[src/rtl/uart_bus_responder.sv]
// uart_bus_responder: bus-mapped 8N1 UART (TXD/RXD/CON registers) with a level IRQ.
// Optional UART_LOOPBACK_EN adds CON[7] loop_en, which routes the internal TX line into the receiver.
`default_nettype none

module uart_bus_responder #(
  parameter int          CLK_FREQ  = 50000000,
  parameter int          BAUD      = 9600,
  parameter logic [31:0] BASE_ADDR = 32'h40000000
) (
  input  logic        clk,
  input  logic        reset,
  input  logic        rd,
  input  logic        wr,
  input  logic [31:0] addr,
  input  logic [31:0] wdata,
  output logic [31:0] rdata,
  output logic        irq,
  output logic        tx,
  input  logic        rx
);

  localparam int CPB_RAW      = CLK_FREQ / BAUD;
  localparam int CLKS_PER_BIT = (CPB_RAW < 4) ? 4 : CPB_RAW;
  localparam int CW           = $clog2(CLKS_PER_BIT + 1);
  localparam logic [CW-1:0] BIT_LAST  = CW'(CLKS_PER_BIT - 1);
  localparam logic [CW-1:0] HALF_LAST = CW'(CLKS_PER_BIT / 2 - 1);

  typedef enum logic [1:0] {S_IDLE = 2'd0, S_START = 2'd1, S_DATA = 2'd2, S_STOP = 2'd3} state_t;

  state_t          tx_state_q, rx_state_q;
  logic [CW-1:0]   tx_cnt_q, rx_cnt_q;
  logic [2:0]      tx_bit_q, rx_bit_q;
  logic [7:0]      txd_q, rxd_q, rx_shift_q;
  logic            tx_q;
  logic            sync1_q, sync2_q, sync3_q;
  logic            tx_irq_en_q, rx_irq_en_q, irq_q;
  logic            tx_done_q, rx_valid_q, frame_err_q, overrun_q;
  logic            tx_done_d, rx_valid_d, frame_err_d, overrun_d;
  logic            sel_txd, sel_rxd, sel_con;
  logic            txd_wr, con_wr, con_rd, rxd_rd;
  logic            tx_busy, tx_fin, rx_good, rx_bad, rx_src, loop_en;
  logic [31:0]     con_val;
  logic            unused_wdata;

  assign sel_txd = (addr == BASE_ADDR + 32'h18);
  assign sel_rxd = (addr == BASE_ADDR + 32'h1C);
  assign sel_con = (addr == BASE_ADDR + 32'h20);
  assign txd_wr  = wr & sel_txd;
  assign con_wr  = wr & sel_con;
  assign con_rd  = rd & sel_con;
  assign rxd_rd  = rd & sel_rxd;
  assign unused_wdata = &{1'b0, wdata[31:8]};

`ifdef UART_LOOPBACK_EN
  logic loop_en_q;
  always_ff @(posedge clk) begin
    if (reset)       loop_en_q <= 1'b0;
    else if (con_wr) loop_en_q <= wdata[7];
  end
  assign loop_en = loop_en_q;
`else
  assign loop_en = 1'b0;
`endif

  assign tx      = loop_en ? 1'b1 : tx_q;
  assign rx_src  = loop_en ? tx_q : rx;
  assign irq     = irq_q;
  assign tx_busy = (tx_state_q != S_IDLE);
  assign con_val = {24'b0, loop_en, overrun_q, frame_err_q, tx_busy,
                    rx_valid_q, tx_done_q, rx_irq_en_q, tx_irq_en_q};

  always_comb begin
    rdata = '0;
    if (rd) begin
      if (sel_txd)      rdata = {24'b0, txd_q};
      else if (sel_rxd) rdata = {24'b0, rxd_q};
      else if (sel_con) rdata = con_val;
    end
  end

  // Flag sets take priority over same-cycle clearing reads.
  assign tx_fin  = (tx_state_q == S_STOP) && (tx_cnt_q == BIT_LAST);
  assign rx_good = (rx_state_q == S_STOP) && (rx_cnt_q == BIT_LAST) && sync2_q;
  assign rx_bad  = (rx_state_q == S_STOP) && (rx_cnt_q == BIT_LAST) && !sync2_q;

  always_comb begin
    tx_done_d   = tx_fin | (tx_done_q & ~con_rd);
    rx_valid_d  = rx_good | (rx_valid_q & ~rxd_rd);
    frame_err_d = rx_bad | (frame_err_q & ~con_rd);
    overrun_d   = (rx_good & rx_valid_q & ~rxd_rd) | (overrun_q & ~con_rd);
  end

  always_ff @(posedge clk) begin
    if (reset) begin
      tx_irq_en_q <= 1'b0;
      rx_irq_en_q <= 1'b0;
      tx_done_q   <= 1'b0;
      rx_valid_q  <= 1'b0;
      frame_err_q <= 1'b0;
      overrun_q   <= 1'b0;
      irq_q       <= 1'b0;
    end else begin
      if (con_wr) begin
        tx_irq_en_q <= wdata[0];
        rx_irq_en_q <= wdata[1];
      end
      tx_done_q   <= tx_done_d;
      rx_valid_q  <= rx_valid_d;
      frame_err_q <= frame_err_d;
      overrun_q   <= overrun_d;
      irq_q       <= (tx_irq_en_q & tx_done_q) | (rx_irq_en_q & rx_valid_q);
    end
  end

  always_ff @(posedge clk) begin
    if (reset) begin
      tx_state_q <= S_IDLE;
      tx_cnt_q   <= '0;
      tx_bit_q   <= '0;
      txd_q      <= '0;
      tx_q       <= 1'b1;
    end else begin
      case (tx_state_q)
        S_IDLE: if (txd_wr) begin
          txd_q      <= wdata[7:0];
          tx_q       <= 1'b0;
          tx_cnt_q   <= '0;
          tx_state_q <= S_START;
        end
        S_START: if (tx_cnt_q == BIT_LAST) begin
          tx_cnt_q   <= '0;
          tx_bit_q   <= '0;
          tx_q       <= txd_q[0];
          tx_state_q <= S_DATA;
        end else tx_cnt_q <= tx_cnt_q + 1'b1;
        S_DATA: if (tx_cnt_q == BIT_LAST) begin
          tx_cnt_q <= '0;
          if (tx_bit_q == 3'd7) begin
            tx_q       <= 1'b1;
            tx_state_q <= S_STOP;
          end else begin
            tx_bit_q <= tx_bit_q + 3'd1;
            tx_q     <= txd_q[tx_bit_q + 3'd1];
          end
        end else tx_cnt_q <= tx_cnt_q + 1'b1;
        S_STOP: if (tx_cnt_q == BIT_LAST) begin
          tx_cnt_q   <= '0;
          tx_state_q <= S_IDLE;
        end else tx_cnt_q <= tx_cnt_q + 1'b1;
        default: tx_state_q <= S_IDLE;
      endcase
    end
  end

  // sync3_q holds the previous synchronized level for falling-edge detection.
  always_ff @(posedge clk) begin
    if (reset) begin
      sync1_q    <= 1'b1;
      sync2_q    <= 1'b1;
      sync3_q    <= 1'b1;
      rx_state_q <= S_IDLE;
      rx_cnt_q   <= '0;
      rx_bit_q   <= '0;
      rx_shift_q <= '0;
      rxd_q      <= '0;
    end else begin
      sync1_q <= rx_src;
      sync2_q <= sync1_q;
      sync3_q <= sync2_q;
      case (rx_state_q)
        S_IDLE: if (sync3_q && !sync2_q) begin
          rx_cnt_q   <= '0;
          rx_state_q <= S_START;
        end
        S_START: if (rx_cnt_q == HALF_LAST) begin
          rx_cnt_q   <= '0;
          rx_bit_q   <= '0;
          rx_state_q <= sync2_q ? S_IDLE : S_DATA;
        end else rx_cnt_q <= rx_cnt_q + 1'b1;
        S_DATA: if (rx_cnt_q == BIT_LAST) begin
          rx_cnt_q   <= '0;
          rx_shift_q <= {sync2_q, rx_shift_q[7:1]};
          rx_bit_q   <= rx_bit_q + 3'd1;
          if (rx_bit_q == 3'd7) rx_state_q <= S_STOP;
        end else rx_cnt_q <= rx_cnt_q + 1'b1;
        S_STOP: if (rx_cnt_q == BIT_LAST) begin
          rx_cnt_q   <= '0;
          if (sync2_q) rxd_q <= rx_shift_q;
          rx_state_q <= S_IDLE;
        end else rx_cnt_q <= rx_cnt_q + 1'b1;
        default: rx_state_q <= S_IDLE;
      endcase
    end
  end

endmodule

`default_nettype wire

[config.mk]
export PLATFORM = sky130hd
export DESIGN_NAME = uart_bus_responder
export DESIGN_NICKNAME = d
export VERILOG_FILES = /design/src/rtl/uart_bus_responder.sv
export SDC_FILE = /design/constraint.sdc
export NUM_CORES = 1
export LEC_CHECK = 0
export BUFFER_PORTS_ARGS = -buffer_cell sky130_fd_sc_hd__buf_4
export CELL_PAD_IN_SITES_DETAIL_PLACEMENT = 0
export CELL_PAD_IN_SITES_GLOBAL_PLACEMENT = 2
export CORE_ASPECT_RATIO = 0.6
export CORE_MARGIN = 5
export CORE_UTILIZATION = 25
export DETAILED_ROUTE_END_ITERATION = 16
export MAX_ROUTING_LAYER = met4
export PLACE_DENSITY = 0.71
export SLEW_MARGIN = 25
export SYNTH_ARGS = -nofsm -noshare
export SYNTH_HDL_FRONTEND = slang
export SYNTH_SLANG_ARGS = --single-unit
[constraint.sdc]
create_clock -name clk -period 4.8 [get_ports clk]
set_input_delay 0.96 -clock clk [delete_from_list [all_inputs] [get_ports clk]]
set_output_delay 0.96 -clock clk [all_outputs]
set_load 0.05 [all_outputs]
-- Word level (Yosys, flattened, before mapping)
Cells that the tools add are included.
- register bits: 71
- output and inout port bits: 34
- word-level logic and storage cells: 129
- add/sub/neg operators: 4
- $lt $le $gt $ge: 1
- equal/unequal tests: 25
- muxes and demuxes: 38
- bitwise gates (word level): 19
- reductions and logical operators: 22
- operator list (operator ; number):
    == test 32 x 31 -> 1 bit (second input constant) ; 3
    two-way mux 13 bit ; 5
    two-way mux 32 bit ; 2
    one-hot mux 13 bit (3 select lines) ; 1
    adder 13 x 1 -> 13 bit (second input constant) ; 2
    == test 13 bit (second input constant) ; 2
    one-hot mux 13 bit (2 select lines) ; 1
    two-way mux 2 bit ; 11
    inequality test 2 bit (second input constant) ; 9
    one-hot mux 2 bit (4 select lines) ; 2
    two-way mux 3 bit ; 5
    == test 13 x 12 -> 1 bit (second input constant) ; 1
    bitwise AND 1 bit ; 12
    one-hot mux 3 bit (2 select lines) ; 2
    AND reduction 5 bit ; 2
    == test 2 bit (second input constant) ; 4
    two-way mux 8 bit ; 1
    AND reduction 4 bit ; 2
    two-way mux 7 bit ; 1
    adder 3 x 1 -> 3 bit (second input constant) ; 2
    == test 3 bit (second input constant) ; 2
    AND reduction 3 bit ; 2
    nonzero test 2 bit ; 3
    logical AND 1 bit ; 5
    other kinds (14) ; 27

-- Logic depth before layout (Yosys ltp)
Gate-level depths: netlist of the first run.
- depth after elaboration: 6
- mapped depth: 8

-- Least setup slack after synthesis of the first run
OpenSTA, ideal clock, no wires.
- kind: input port to output port
- start: input port addr[9]
- end: output port rdata[7]
- arrival time: 3.102 ns
- required time: 3.840 ns
- slack: 0.738 ns
- cell stages on the path: 3
- cell sequence: nor4_1 -> nand3_1 -> nor4_1
- longest elaborated chain between the ends: 4
- ends and longest elaborated chain (item ; RTL line ; source):
    start: declaration ; 14 ; input logic [31:0] addr,
    == test 32 x 31 -> 1 bit ; 46 ; assign sel_rxd = (addr == BASE_ADDR + 32'h1C);
    two-way mux 8 bit ; 76 ; else if (sel_rxd) rdata = {24'b0, rxd_q};
    two-way mux 32 bit (*) ; 75 ; if (sel_txd) rdata = {24'b0, txd_q};
    two-way mux 32 bit (*) ; 74 ; if (rd) begin
    end: declaration ; 16 ; output logic [31:0] rdata,
Mark *: on every way between the ends. The rest lies on a longest branch, timed or not.

-- Worst setup path in the final report of the first run
- start: input port addr[9]
- end: output port rdata[4]
- longest elaborated chain between the ends: 5
- ends and longest elaborated chain (item ; RTL line ; source):
    == test 32 x 31 -> 1 bit ; 47 ; assign sel_con = (addr == BASE_ADDR + 32'h20);
    two-way mux 7 bit ; 77 ; else if (sel_con) rdata = con_val;
    two-way mux 8 bit ; 76 ;
    two-way mux 32 bit (*) ; 75 ;
    two-way mux 32 bit (*) ; 74 ;
Marks and branches as above.

==> out/metrics.json, run 1 <==
{
  "run_status": {"value": "finished clean"},
  "clk_root_buffer_cell": {"value": "sky130_fd_sc_hd__clkbuf_16"},
  "register_area": {"value": 0.00142, "unit": "sq mm"},
  "avgViaCountPerCell": {"value": 4.95},
  "io_buffers": {"value": 54},
  "p_int": {"value": 1.08, "unit": "mW"},
  "overall_die_height": {"value": 107, "unit": "microns"},
  "grt_ovf": {"value": 0},
  "relative_slew_slack": {"value": 0.337},
  "htree_levels": {"value": 3},
  "critical_path.reg2reg.startpoint": {"value": "rx_cnt_q[0]"},
  "grt_antenna_before_repair": {"value": 0},
  "dr_vias": {"value": 3403},
  "powerDensity": {"value": 300, "unit": "mW/mm^2"},
  "clock_insertion_delay_worst_skew": {"value": 0.33, "unit": "ns"},
  "power.net_switching": {"value": 337, "unit": "uW"},
  "post_cts.resized_instances": {"value": 0},
  "first_global_vias": {"value": 3158},
  "layout.cells.most_common": {"value": "sky130_fd_sc_hd__dfxtp_1"},
  "syn_area": {"value": 0.00392, "unit": "sq mm"},
  "vdd_drop_max": {"value": 133, "unit": "uV"},
  "cells_after_synth": {"value": 437},
  "fin_skew": {"value": 0.00941, "unit": "ns"},
  "cts_tree": {"value": "built"},
  "seq_power_share": {"value": 0.420},
  "placed_cell_area": {"value": 0.00440, "unit": "sq mm"},
  "diodes": {"value": 0},
  "area_of_the_multi_input_gates": {"value": 0.00227, "unit": "sq mm"},
  "hold_viol_final": {"value": 0},
  "clkSinkCount": {"value": 71},
  "rsz0062_at_grt": {"value": "false"},
  "warnings_synthesis": {"value": 0},
  "total_length_of_routed_wires": {"value": 10400, "unit": "microns"},
  "fin_area": {"value": 0.00472, "unit": "sq mm"},
  "detail_route.iter0.violations": {"value": 244},
  "ctsHoldBuffers": {"value": 0},
  "worst_setup_path_end_kind": {"value": "output pin"},
  "drt_first_pass_iters": {"value": 5},
  "final_nets": {"value": 558},
  "hold_path_startpoint": {"value": "sync1_q"},
  "slew_violations": {"value": 0},
  "num-fill-cells": {"value": 1591},
  "floorplan.core_area": {"value": 0.0154, "unit": "sq mm"},
  "setup-tns-final": {"value": 0, "unit": "ns"},
  "min_path_type": {"value": "reg2reg"},
  "initial_utilization": {"value": 0.255},
  "synthesis.area_per_instance": {"value": 8.98, "unit": "sq um"},
  "grt_start_max_net_pins": {"value": 67},
  "synth-main-ff-cell": {"value": "sky130_fd_sc_hd__dfxtp_1"},
  "grt_first_pass_wirelength": {"value": 17000, "unit": "microns"},
  "mostFrequentLayoutCells": {"value": "71 x sky130_fd_sc_hd__dfxtp_1, 55 x sky130_fd_sc_hd__buf_4, 48 x sky130_fd_sc_hd__nor2_1, 29 x sky130_fd_sc_hd__a21oi_1"},
  "groute.usage.overall": {"value": 0.118},
  "place.gp.congestion": {"value": 0.827},
  "yosysSeqAreaShare": {"value": 0.362},
  "timing.fmax": {"value": 259, "unit": "MHz"},
  "post-cts-setup-buffer-count": {"value": 0},
  "yosysTopAreaCellShare": {"value": 0.362},
  "pwr-share-clk": {"value": 0.498},
  "setup_viol": {"value": 0},
  "drc_errors": {"value": 0},
  "clk_pin_slew_worst_paths": {"value": 0.06, "unit": "ns"},
  "largest_fanout_on_the_critical_path": {"value": 9},
  "tightestPinTransition": {"value": 0.990, "unit": "ns"},
  "clock_path_buffers": {"value": 2},
  "cp-startpoint": {"value": "addr[9]"},
  "switching_share": {"value": 0.238},
  "layout_worst_path_cycle_share": {"value": 0.804},
  "cap_viol_max_count": {"value": 0},
  "path_class": {"value": "in2out"},
  "cp_data_required_time": {"value": 3.84, "unit": "ns"},
  "pwr-share-comb": {"value": 0.082},
  "finish.utilization": {"value": 0.307},
  "synth_async_sr_flop_share": {"value": 0},
  "die_width": {"value": 172, "unit": "microns"},
  "placementRows": {"value": 35},
  "fraction_of_layout_instances_using_a_drive_strength_above_1": {"value": 0.188},
  "synth_area_leaders": {"value": "sky130_fd_sc_hd__dfxtp_1 36%, sky130_fd_sc_hd__mux2i_1 6.1%, sky130_fd_sc_hd__buf_4 4.6%"},
  "synthDistinctLibCells": {"value": 59},
  "fp.dieArea": {"value": 0.0184, "unit": "sq mm"},
  "detail-route-antenna-nets": {"value": 0},
  "leakage_power_of_the_design": {"value": 1.72, "unit": "nW"},
  "syn2layout_area_growth": {"value": 20.3, "unit": "%"},
  "cts-buffers-inserted": {"value": 9},
  "final_period_minus_worst_setup_slack": {"value": 3.86, "unit": "ns"},
  "post-dp-hpwl": {"value": 7700, "unit": "microns"},
  "synth_largest_area_cell": {"value": "sky130_fd_sc_hd__dfxtp_1"},
  "timing.critical_path.from_type": {"value": "input port"},
  "synth_enable_flop_cells": {"value": 0},
  "io_pins": {"value": 103},
  "drt-wirelength-per-cell": {"value": 15.1, "unit": "microns"},
  "cp.arrival": {"value": 2.90, "unit": "ns"},
  "rrSetupSlack": {"value": 2.20, "unit": "ns"},
  "synth.ff_latch_count": {"value": 71}
}
## cells by family (layout without fill, tap and decap cells)
| family | count (synthesis) | in the layout | synth area share |
|---|---|---|---|
| compound gates | 106 | 106 | 0.195 |
| mux | 29 | 29 | 0.0813 |
| flops | 71 | 71 | 0.362 |
| fa+ha+maj | 10 | 10 | 0.0319 |
| simple gates | 162 | 162 | 0.248 |
| other cells | 1 | 24 | 0.000956 |
| buf+inv | 58 | 82 | 0.0810 |
## sequential cells by signal, indices dropped and copies added, names as in the netlist, 2 cells and up, named ones only
register    cells
rx_bit_q        3
rx_cnt_q       13
rx_shift_q      8
rxd_q           8
tx_bit_q        3
tx_cnt_q       13
tx_state_q      2
txd_q           8
## worst paths after layout
kind / endpoint / cells after the start
setup / recovery: rdata[4] / 7
hold / removal: sync2_q / 1
setup reg to reg: rx_bit_q[0] / 6
hold reg to reg: sync2_q / 1
## layout make-up
| cell class | count | area share |
|---|---|---|
| clock inverter | 6 | 0.0180 |
| inverter | 11 | 0.00875 |
| timing repair buffer | 55 | 0.0875 |
| multi-input combinational | 331 | 0.482 |
| tap | 203 | 0.0538 |
| clock buffer | 10 | 0.0485 |
| sequential | 71 | 0.301 |
## per-layer routing
layer	vias up	track usage	wire length, microns
met5	-	-	0
met4	0	0.0288	107
met3	12	0.0276	429
met2	64	0.156	4390
met1	1647	0.177	5440
li1	1680	-	-
## cell usage after synthesis, types with 3 or more instances
| cell type | n |
|---|---|
| sky130_fd_sc_hd__a222oi_1 | 7 |
| sky130_fd_sc_hd__mux2_2 | 3 |
| sky130_fd_sc_hd__o21a_1 | 3 |
| sky130_fd_sc_hd__a21oi_1 | 29 |
| sky130_fd_sc_hd__nor4_4 | 5 |
| sky130_fd_sc_hd__nor2b_1 | 12 |
| sky130_fd_sc_hd__and3_1 | 7 |
| sky130_fd_sc_hd__nand4_1 | 10 |
| sky130_fd_sc_hd__mux2i_1 | 24 |
| sky130_fd_sc_hd__nand2_1 | 24 |
| sky130_fd_sc_hd__dfxtp_1 | 71 |
| sky130_fd_sc_hd__nor4_1 | 6 |
| sky130_fd_sc_hd__a22o_1 | 3 |
| sky130_fd_sc_hd__a22oi_1 | 6 |
| sky130_fd_sc_hd__nor3_1 | 7 |
| sky130_fd_sc_hd__a211oi_1 | 4 |
| sky130_fd_sc_hd__a41oi_1 | 3 |
| sky130_fd_sc_hd__clkbuf_1 | 14 |
| sky130_fd_sc_hd__o31a_1 | 3 |
| sky130_fd_sc_hd__nor4bb_1 | 6 |
| sky130_fd_sc_hd__inv_1 | 11 |
| sky130_fd_sc_hd__nand2b_1 | 6 |
| sky130_fd_sc_hd__ha_1 | 10 |
| sky130_fd_sc_hd__buf_4 | 24 |
| sky130_fd_sc_hd__a31oi_1 | 7 |
| sky130_fd_sc_hd__o21ai_0 | 13 |
| sky130_fd_sc_hd__nor2_1 | 48 |
| sky130_fd_sc_hd__nand3_1 | 13 |
| sky130_fd_sc_hd__buf_2 | 8 |
| sky130_fd_sc_hd__a311oi_1 | 13 |
| sky130_fd_sc_hd__a211o_1 | 3 |
## through the flow
stage	total power, mW	hold slack, ns	setup slack [ns]	instances
finish	1.42	0.408	0.941	687
global route	1.47	0.432	0.707	687
CTS	1.44	0.414	0.965	687
detailed placement	0.724	0.401	0.962	671
global placement	0.723	0.404	0.911	671
floorplan	0.699	0.389	0.738	460
## critical path, stage by stage
cell and delay (ns):
sky130_fd_sc_hd__buf_4 0.11, sky130_fd_sc_hd__nor4_1 0.40, sky130_fd_sc_hd__nand3_1 0.32, sky130_fd_sc_hd__nor4_4 0.53, sky130_fd_sc_hd__a222oi_1 0.20, sky130_fd_sc_hd__nor2b_1 0.15, sky130_fd_sc_hd__buf_4 0.21
## power groups by stage
stage	Sequential [mW]	Clock, mW	Combinational [mW]
after CTS	0.595	0.727	0.116
after global placement	0.608	0	0.115
after global routing	0.596	0.750	0.125
after floorplan	0.608	0	0.0916
after detailed placement	0.608	0	0.116
final	0.595	0.706	0.116
Note: power is estimated with default switching activity, not from simulation.
==> run 2, diff against run 1 <==
==> constraint.sdc (replaced) <==
create_clock -name clk -period 3.62 [get_ports clk]
set_input_delay 0.724 -clock clk [delete_from_list [all_inputs] [get_ports clk]]
set_output_delay 0.724 -clock clk [all_outputs]
set_load 0.05 [all_outputs]
==> out/metrics.json, run 2 (synthesis gave the netlist of run 1 again) <==
{
  "run_status": {"value": "finished clean"},
  "cts-buffers-inserted": {"value": 9, "change": "unchanged"},
  "die_width": {"value": 172, "unit": "microns", "change": "unchanged"},
  "num-fill-cells": {"value": 1595, "change": "+0.25%"},
  "total_length_of_routed_wires": {"value": 10600, "unit": "microns", "change": "+1.9%"},
  "cts_tree": {"value": "built"},
  "io_buffers": {"value": 54, "change": "unchanged"},
  "drt_first_pass_iters": {"value": 6, "change": "+1"},
  "io_pins": {"value": 103, "change": "unchanged"},
  "post-dp-hpwl": {"value": 7880, "unit": "microns", "change": "+2.4%"},
  "powerDensity": {"value": 387, "unit": "mW/mm^2", "change": "+29%"},
  "grt_ovf": {"value": 0, "change": "unchanged"},
  "hold_viol_final": {"value": 0, "change": "unchanged"},
  "grt_first_pass_wirelength": {"value": 16700, "unit": "microns", "change": "-1.6%"},
  "clkSinkCount": {"value": 71, "change": "unchanged"},
  "seq_power_share": {"value": 0.431, "change": "+0.011"},
  "clock_insertion_delay_worst_skew": {"value": 0.33, "unit": "ns", "change": "about the same"},
  "syn2layout_area_growth": {"value": 20.5, "unit": "%"},
  "layoutNonFillerInstCount": {"value": 690, "change": "+0.44%"},
  "dr_vias": {"value": 3346, "change": "-1.7%"},
  "pwr-share-clk": {"value": 0.484, "change": "-0.014"},
  "htree_levels": {"value": 3, "change": "unchanged"},
  "vdd_drop_max": {"value": 176, "unit": "uV", "change": "+33%"},
  "slew_violations": {"value": 0, "change": "unchanged"},
  "report.power.total": {"value": 1.83, "unit": "mW", "change": "+29%"},
  "ctsHoldBuffers": {"value": 0, "change": "unchanged"},
  "layout.cells.most_common": {"value": "sky130_fd_sc_hd__dfxtp_1"},
  "diodes": {"value": 0, "change": "unchanged"},
  "timing.fmax": {"value": 299, "unit": "MHz"},
  "first_global_vias": {"value": 3013, "change": "-4.6%"},
  "detail_route.iter0.violations": {"value": 237, "change": "-2.9%"},
  "place.gp.congestion": {"value": 0.850, "change": "+2.8%"},
  "layout_worst_path_cycle_share": {"value": 0.925},
  "final_nets": {"value": 561, "change": "+0.54%"},
  "groute.usage.overall": {"value": 0.118, "change": "+0.000601"},
  "grt_start_max_net_pins": {"value": 45, "change": "-33%"},
  "setup-tns-final": {"value": 0, "unit": "ns", "change": "unchanged"},
  "drc_errors": {"value": 0, "change": "unchanged"},
  "min_path_type": {"value": "reg2reg"},
  "detail-route-antenna-nets": {"value": 0, "change": "unchanged"},
  "fin_skew": {"value": 0.00701, "unit": "ns", "change": "-0.00240 ns"},
  "worst_setup_path_end_kind": {"value": "output pin"},
  "drt-wirelength-per-cell": {"value": 15.3, "unit": "microns", "change": "+1.5%"},
  "register_area": {"value": 0.00142, "unit": "sq mm", "change": "unchanged"},
  "largest_registers": {"value": "rx_cnt_q (13), tx_cnt_q (13)"},
  "floorplan.core_area": {"value": 0.0154, "unit": "sq mm", "change": "unchanged"},
  "tightestPinTransition": {"value": 0.979, "unit": "ns", "change": "-0.0112 ns"},
  "rsz0062_at_grt": {"value": "false"},
  "cap_viol_max_count": {"value": 0, "change": "unchanged"},
  "overall_die_height": {"value": 107, "unit": "microns", "change": "unchanged"},
  "path_class": {"value": "in2out"},
  "switching_share": {"value": 0.246, "change": "+0.00822"},
  "grt_antenna_before_repair": {"value": 0, "change": "unchanged"},
  "final_period_minus_worst_setup_slack": {"value": 3.35, "unit": "ns"},
  "pwr-share-comb": {"value": 0.085, "change": "+0.003"},
  "relative_slew_slack": {"value": 0.344, "change": "+0.00750"},
  "initial_utilization": {"value": 0.255, "change": "unchanged"},
  "clk_root_buffer_cell": {"value": "sky130_fd_sc_hd__clkbuf_16"},
  "area_of_the_multi_input_gates": {"value": 0.00227, "unit": "sq mm", "change": "unchanged"},
  "p_int": {"value": 1.38, "unit": "mW", "change": "+28%"},
  "largest_fanout_on_the_critical_path": {"value": 10, "change": "+1"},
  "finish.utilization": {"value": 0.307, "change": "+0.000488"},
  "fraction_of_layout_instances_using_a_drive_strength_above_1": {"value": 0.195, "change": "+0.00706"},
  "placementRows": {"value": 35, "change": "unchanged"},
  "numPlacedInstances": {"value": 674, "change": "+0.45%"},
  "avgViaCountPerCell": {"value": 4.85, "change": "-2.1%"},
  "cp_data_required_time": {"value": 2.90, "unit": "ns", "change": "-0.94 ns"},
  "cp.arrival": {"value": 2.62, "unit": "ns", "change": "-0.28 ns"},
  "leakage_power_of_the_design": {"value": 1.73, "unit": "nW", "change": "+0.52%"},
  "post-cts-setup-buffer-count": {"value": 0, "change": "unchanged"},
  "mostFrequentLayoutCells": {"value": "71 x sky130_fd_sc_hd__dfxtp_1, 58 x sky130_fd_sc_hd__buf_4, 48 x sky130_fd_sc_hd__nor2_1, 29 x sky130_fd_sc_hd__a21oi_1"},
  "timing.critical_path.from_type": {"value": "input port"},
  "post_cts.resized_instances": {"value": 0, "change": "unchanged"},
  "clk_pin_slew_worst_paths": {"value": 0.05, "unit": "ns", "change": "about the same"},
  "power.net_switching": {"value": 450, "unit": "uW", "change": "+34%"},
  "fp.dieArea": {"value": 0.0184, "unit": "sq mm", "change": "unchanged"},
  "setup_viol": {"value": 0, "change": "unchanged"},
  "clock_path_buffers": {"value": 2, "change": "unchanged"}
}
run 2: cell count changes in the layout (fill, tap and decap cells not counted), sizes merged:
cell / change
buf: +3
bufinv: -1
clkinv: +1
run 2: area by class of cell:
class                           instances  share of cell area
Timing Repair Buffer                   58              0.0921
Multi-Input combinational cell        331               0.481
Inverter                               11             0.00874
Clock buffer                           10              0.0506
Clock inverter                          6              0.0127
Sequential cell                        71               0.301
Tap cell                              203              0.0537
run 2: path summary, 6_finish.rpt:
kind               startpoint        end  slack (ns)  cells past startpoint
hold / removal        sync1_q    sync2_q        0.41                      1
hold reg to reg       sync1_q    sync2_q        0.41                      1
setup / recovery      addr[9]   rdata[4]        0.27                      8
setup reg to reg  rx_cnt_q[0]  overrun_q        1.20                      6
run 2: worst max-delay path, stage by stage:
cell and delay (ns):
sky130_fd_sc_hd__buf_4 0.11, sky130_fd_sc_hd__nor4_1 0.40, sky130_fd_sc_hd__nand3_1 0.31, sky130_fd_sc_hd__nor3_1 0.39, sky130_fd_sc_hd__buf_4 0.24, sky130_fd_sc_hd__a222oi_1 0.09, sky130_fd_sc_hd__nor2b_1 0.14, sky130_fd_sc_hd__buf_4 0.21
run 2: power groups by stage:
stage	logic (mW)	registers, mW	clock network, mW
6_report	0.155	0.790	0.886
5_1_grt	0.168	0.790	0.952
4_1_cts	0.156	0.789	0.916
3_5_place_dp	0.156	0.807	0
3_3_place_gp	0.154	0.806	0
2_1_floorplan	0.121	0.806	0
run 2: metrics by stage:
step                      worst slack (ns)  instance area, sq um  hold WS [ns]
final                                0.272                  4730         0.409
after detailed placement             0.269                  4430         0.407
after global routing                0.0839                  4730         0.443
after floorplan                     0.0295                  4010         0.389
after CTS                            0.270                  4730         0.420
after global placement               0.214                  4430         0.408
run 2: layer usage:
metal,GRT usage,up-vias,share of wire
met5,-,-,0
met4,0.0237,0,0.0058
met3,0.0321,5,0.040
met2,0.153,46,0.41
met1,0.180,1613,0.54
li1,-,1682,-
